[src/rtl/lab4_avm_cmd_master.sv]
// lab4_avm_cmd_master: single-outstanding Avalon-MM initiator behind a valid/ready command port.
// Define AVM_TIMEOUT_EN to abort transfers stalled by waitrequest for TIMEOUT_CYCLES cycles.
module lab4_avm_cmd_master #(
    parameter int ADDR_W         = 3,
    parameter int DATA_W         = 32,
    parameter int TIMEOUT_CYCLES = 255
) (
    input  logic              clk,
    input  logic              reset,
    input  logic              cmd_valid,
    output logic              cmd_ready,
    input  logic              cmd_write,
    input  logic [ADDR_W-1:0] cmd_address,
    input  logic [DATA_W-1:0] cmd_writedata,
    output logic              rsp_valid,
    output logic [DATA_W-1:0] rsp_readdata,
    output logic              rsp_error,
    output logic [ADDR_W-1:0] avm_address,
    output logic              avm_read,
    output logic              avm_write,
    output logic [DATA_W-1:0] avm_writedata,
    input  logic [DATA_W-1:0] avm_readdata,
    input  logic              avm_waitrequest
);
    typedef enum logic [1:0] {IDLE, ACCESS, RESP} state_t;
    state_t state;
    // Gated by reset so cmd_ready reads 0 while reset is held, not just after the edge.
    assign cmd_ready = (state == IDLE) && !reset;
`ifdef AVM_TIMEOUT_EN
    logic [15:0] cnt;
    always_ff @(posedge clk or posedge reset) begin
        if (reset) begin
            state         <= IDLE;
            cnt           <= '0;
            rsp_valid     <= 1'b0;
            rsp_readdata  <= '0;
            rsp_error     <= 1'b0;
            avm_address   <= '0;
            avm_read      <= 1'b0;
            avm_write     <= 1'b0;
            avm_writedata <= '0;
        end else begin
            case (state)
                IDLE: begin
                    rsp_valid <= 1'b0;
                    if (cmd_valid) begin
                        avm_address   <= cmd_address;
                        avm_write     <= cmd_write;
                        avm_read      <= !cmd_write;
                        avm_writedata <= cmd_write ? cmd_writedata : '0;
                        cnt           <= '0;
                        state         <= ACCESS;
                    end
                end
                ACCESS: begin
                    if (!avm_waitrequest || cnt == 16'(TIMEOUT_CYCLES - 1)) begin
                        rsp_readdata  <= (avm_read && !avm_waitrequest) ? avm_readdata : '0;
                        rsp_error     <= avm_waitrequest;
                        rsp_valid     <= 1'b1;
                        avm_read      <= 1'b0;
                        avm_write     <= 1'b0;
                        avm_address   <= '0;
                        avm_writedata <= '0;
                        state         <= RESP;
                    end else begin
                        cnt <= cnt + 16'd1;
                    end
                end
                default: begin
                    rsp_valid <= 1'b0;
                    state     <= IDLE;
                end
            endcase
        end
    end
`else
    assign rsp_error = 1'b0;
    always_ff @(posedge clk or posedge reset) begin
        if (reset) begin
            state         <= IDLE;
            rsp_valid     <= 1'b0;
            rsp_readdata  <= '0;
            avm_address   <= '0;
            avm_read      <= 1'b0;
            avm_write     <= 1'b0;
            avm_writedata <= '0;
        end else begin
            case (state)
                IDLE: begin
                    rsp_valid <= 1'b0;
                    if (cmd_valid) begin
                        avm_address   <= cmd_address;
                        avm_write     <= cmd_write;
                        avm_read      <= !cmd_write;
                        avm_writedata <= cmd_write ? cmd_writedata : '0;
                        state         <= ACCESS;
                    end
                end
                ACCESS: begin
                    if (!avm_waitrequest) begin
                        rsp_readdata  <= avm_read ? avm_readdata : '0;
                        rsp_valid     <= 1'b1;
                        avm_read      <= 1'b0;
                        avm_write     <= 1'b0;
                        avm_address   <= '0;
                        avm_writedata <= '0;
                        state         <= RESP;
                    end
                end
                default: begin
                    rsp_valid <= 1'b0;
                    state     <= IDLE;
                end
            endcase
        end
    end
`endif
endmodule

[config.mk]
export PLATFORM = sky130hd
export DESIGN_NAME = lab4_avm_cmd_master
export DESIGN_NICKNAME = d
export VERILOG_FILES = /design/src/rtl/lab4_avm_cmd_master.sv
export SDC_FILE = /design/constraint.sdc
export NUM_CORES = 1
export LEC_CHECK = 0
export ABC_AREA = 1
export BUFFER_PORTS_ARGS = -buffer_cell sky130_fd_sc_hd__buf_2
export CAP_MARGIN = 10
export CORE_UTILIZATION = 50
export CTS_CLUSTER_DIAMETER = 120
export CTS_CLUSTER_SIZE = 16
export DETAILED_ROUTE_END_ITERATION = 10
export GPL_ROUTABILITY_DRIVEN = 0
export GPL_TIMING_DRIVEN = 0
export MAX_ROUTING_LAYER = met4
export PLACE_DENSITY = 0.85
export SLEW_MARGIN = 25
export SYNTH_ARGS = -nofsm -noshare
export SYNTH_HDL_FRONTEND = slang
export SYNTH_SLANG_ARGS = --single-unit
[constraint.sdc]
create_clock -name clk -period 5.8 [get_ports clk]
set_clock_uncertainty 0.15 [all_clocks]
set_input_delay 0.87 -clock clk [delete_from_list [all_inputs] [get_ports clk]]
set_output_delay 0.87 -clock clk [all_outputs]
set_load 0.05 [all_outputs]
After elaboration in Yosys (flattened, before gate mapping)
Index checks and enable logic that the tools add are counted.

Word-level logic and storage cells: 37. Output and inout bits: 72. Input port bits: 72. Register bits after elaboration: 72.

Equal/unequal tests: 3. Bitwise operators: 1. Reductions and logical operators: 8. Multiplexer cells: 18.

Operators by type and width (number): 32-bit 2-to-1 mux (4); 32-bit one-hot mux with 2 select lines (1); 3-bit 2-to-1 mux (2); 3-bit one-hot mux with 2 select lines (1); 1-bit 2-to-1 mux (5); 2-bit 2-to-1 mux (2); 2-bit inequality test, second input constant (2); 1-bit one-hot mux with 2 select lines (2); 2-bit one-hot mux with 2 select lines (1); 2-bit AND reduction (2); 3-bit AND reduction (1); 2-bit by 1-bit equality test with 1-bit output, second input constant (1); 1-bit logical NOT (2); 2-bit logical NOT (1); 2-bit nonzero test (1); 1-bit logical AND (1); 1-bit NOT (1).

Longest topological paths before layout
Depth in word-level cells: 3. Mapped depth: 6.

Worst setup path after synthesis
Ideal clock, no wire load.

Path kind: input -> output. From: input port reset. To: output port cmd_ready. Path slack: 2.865 ns. Arrival time: 1.915 ns. Data required time: 4.780 ns. Cell stages on the path: 1. Buffers on the path: 0. Path through: nor3_1.

Cells in the longest elaborated chain, start to end: 2.

Ends and longest elaborated chain: start, declared (line 9) `input logic reset,`; 1-bit logical NOT (no line); 1-bit logical AND (line 28) `assign cmd_ready = (state == IDLE) && !reset;`; end, declared (line 11) `output logic cmd_ready,`.

No other way between the ends.

Worst setup path after layout
Ends and elaborated chain as after synthesis.

==> out/results.tsv <==
metric	value	unit
power_switching	0.00119	W
grt_overflow_total	0	
synth_top_cell_by_area	sky130_fd_sc_hd__dfrtp_1	
drive_above_1_share	33.2	%
power.density	566	mW/mm²
grt_start_max_net_pins	42	
port_buffers	141	
core_footprint	0.00599	mm²
clock_insertion_delay_worst_skew	0.34	ns
syn_avg_cell_area	8.04	µm²
fin_nets	617	
cts.sink_count	72	
dieHeight	81.4	µm
finalCritPeriodShare	42.3	%
cts_tree	yes	
holdBufCountCts	0	
first_iter_violations	130	
power.share.combinational	50.2	%
design.portCount	144	
detail_route.drc_violations	0	
final_hold_viol_count	0	
antenna_found_initial	0	
layout.filler_cells	471	
fin_total_pwr	0.00237	W
achievable-frequency	407	MHz
synthDominantCellAreaShare	57.1	%
fp.dieArea	0.00663	mm²
syn_area	0.00315	mm²
report.final.slew_viol_count	0	
share_seq_of_total_power	32.2	%
result_of_the_run	complete, no violations	
hold_class	flop to flop	
maximum_vdd_drop	0.354	mV
async_flop_share	100	%
cts_root_buffer	sky130_fd_sc_hd__clkbuf_8	
synth.most_common_cell	sky130_fd_sc_hd__nand2_1	
detailedPlacementHpwl	5770	µm
p_leak	2.45	nW
power_report.internal_total	0.00118	W
clockBufferDepth	2	
syn-instance-count	392	
initial_utilization	52.6	%
yosys.cell_types.count	17	
post_cts.resized_instances	0	
category_of_the_critical_setup_timing_path	primary input to primary output	
rsz0062_at_grt	no	
switch_share	50.3	%
worst_setup_path_end_kind	primary output	
detailroute.via_count	3062	
num_rows	28	
worst-r2r-setup-slack	4.35	ns
drv.max_cap_violation_count	0	
vias_per_cell	4.91	
grt.total_usage	25.3	%
cts_made_buffers	9	
detail_route.wirelength	7810	µm
crit_path_start_kind	primary input	
layout_min_cycle_time	2.45	ns
detailedRoute.firstPassIterationCount	4	
hold_path_depth	2	
p_clk_share	17.6	%
postCtsSetupBuffers	0	
path_depth_of_the_worst_reg2reg_path	6	
synth.net_count	464	
clkTransAtPathRegs	0.06	ns
timing.setup.tns	0	ns
yosysWarningCount	0	
first_pass_grt_wire_length	12300	µm
largest_driver_fanout_on_the_critical_path	2	
edff_count_synth	0	
cts-htree-levels	3	
final_routed_wire_length_divided_by_cell_count	12.5	µm
antenna_violating_nets_post_route	0	
synth_area_leaders	sky130_fd_sc_hd__dfrtp_1, sky130_fd_sc_hd__nand2_1, sky130_fd_sc_hd__nand3_1	
post_synth_most_frequent_cells	sky130_fd_sc_hd__nand2_1, sky130_fd_sc_hd__dfrtp_1, sky130_fd_sc_hd__nand3_1	
dominantRegCellSynth	sky130_fd_sc_hd__dfrtp_1	
first_global_vias	2840	
setup_viol	0	
timing.critical_path.required	4.78	ns
number_of_storage_elements_in_the_synthesis_netlist	72	
dieWidth	81.4	µm
critical_path_arrival	1.43	ns
antenna_cells_inserted	0	
synthToLayoutAreaGrowth	32.5	%
yosysSeqAreaShare	57.1	%
-- metrics by stage --
step	cells	util [%]	setup slack, ns	hold WS, ns	instance area (µm²)
4_1_cts	624	69.7	3.34	0.335	4180
5_1_grt	624	69.7	3.28	0.353	4180
2_1_floorplan	392	-	2.87	0.437	3150
3_5_place_dp	609	66.4	3.34	0.319	3980
6_report	624	69.7	3.35	0.329	4180
3_3_place_gp	608	66.0	2.16	0.311	3950
-- registers in the layout (all words and copies together), names as in the netlist --
register       cells
avm_write          1
rsp_valid          1
avm_writedata     32
rsp_readdata      32
state              2
avm_read           1
avm_address        3
-- per-layer routing --
layer	share of wire (%)	wire, µm	GRT usage (%)
met2	47	3650	41.5
met4	2.0	155	12.1
met3	7.5	586	5.56
met1	44	3410	29.6
met5	0	0	-
-- power by group through the flow --
| stage | sequential, W | clock, W | combinational [W] |
|---|---|---|---|
| detailed placement | 0.000767 | 0 | 0.00120 |
| finish | 0.000761 | 0.000417 | 0.00119 |
| CTS | 0.000760 | 0.000425 | 0.00120 |
| floorplan | 0.00136 | 0 | 0.000300 |
| global placement | 0.000762 | 0 | 0.00118 |
| global route | 0.000780 | 0.000448 | 0.00127 |
-- critical path: stages --
cell	delay, ns
sky130_fd_sc_hd__buf_2	0.13
sky130_fd_sc_hd__nor3_1	0.14
sky130_fd_sc_hd__buf_2	0.29
-- cell type report --
cell class / count / area (µm²) / area share [%]
Sequential cell: 72 / 1800 / 43.1
Multi-Input combinational cell: 282 / 1160 / 27.7
Timing Repair Buffer: 142 / 726 / 17.4
Buffer: 30 / 164 / 3.92
Clock buffer: 12 / 135 / 3.23
Tap cell: 75 / 93.8 / 2.25
Clock inverter: 3 / 67.6 / 1.62
Inverter: 8 / 32.5 / 0.779
-- worst paths after layout --
check / startpoint / to
worst max-delay path: reset / cmd_ready
worst min-delay path: rsp_readdata[27]$_DFFE_PP0P_ / rsp_readdata[27]$_DFFE_PP0P_
worst max register to register: state[1]$_DFFE_PP0P_ / rsp_readdata[31]$_DFFE_PP0P_
worst min register to register: rsp_readdata[27]$_DFFE_PP0P_ / rsp_readdata[27]$_DFFE_PP0P_
max in group asynchronous: reset / rsp_readdata[20]$_DFFE_PP0P_
min in group asynchronous: reset / avm_writedata[8]$_DFFE_PP0P_
-- cell usage in the layout, fill, tap and decap left out, drive strengths merged --
master	count
buf	166
bufinv	2
clkbuf	18
clkinvlp	1
conb	1
dfrtp	72
inv	8
nand2	175
nand3	38
nand4	1
nor2	34
nor3	1
o21ai	32
-- cells by family after synthesis --
family / after synthesis / share of synthesized area [%]
and+or+nand+nor: 249 / 31.5
AOI/OAI and AO/OA: 32 / 5.08
other: 1 / 0.119
buffers and inverters: 38 / 6.15
DFF: 72 / 57.1
Note: power is estimated with default switching activity, not from simulation.
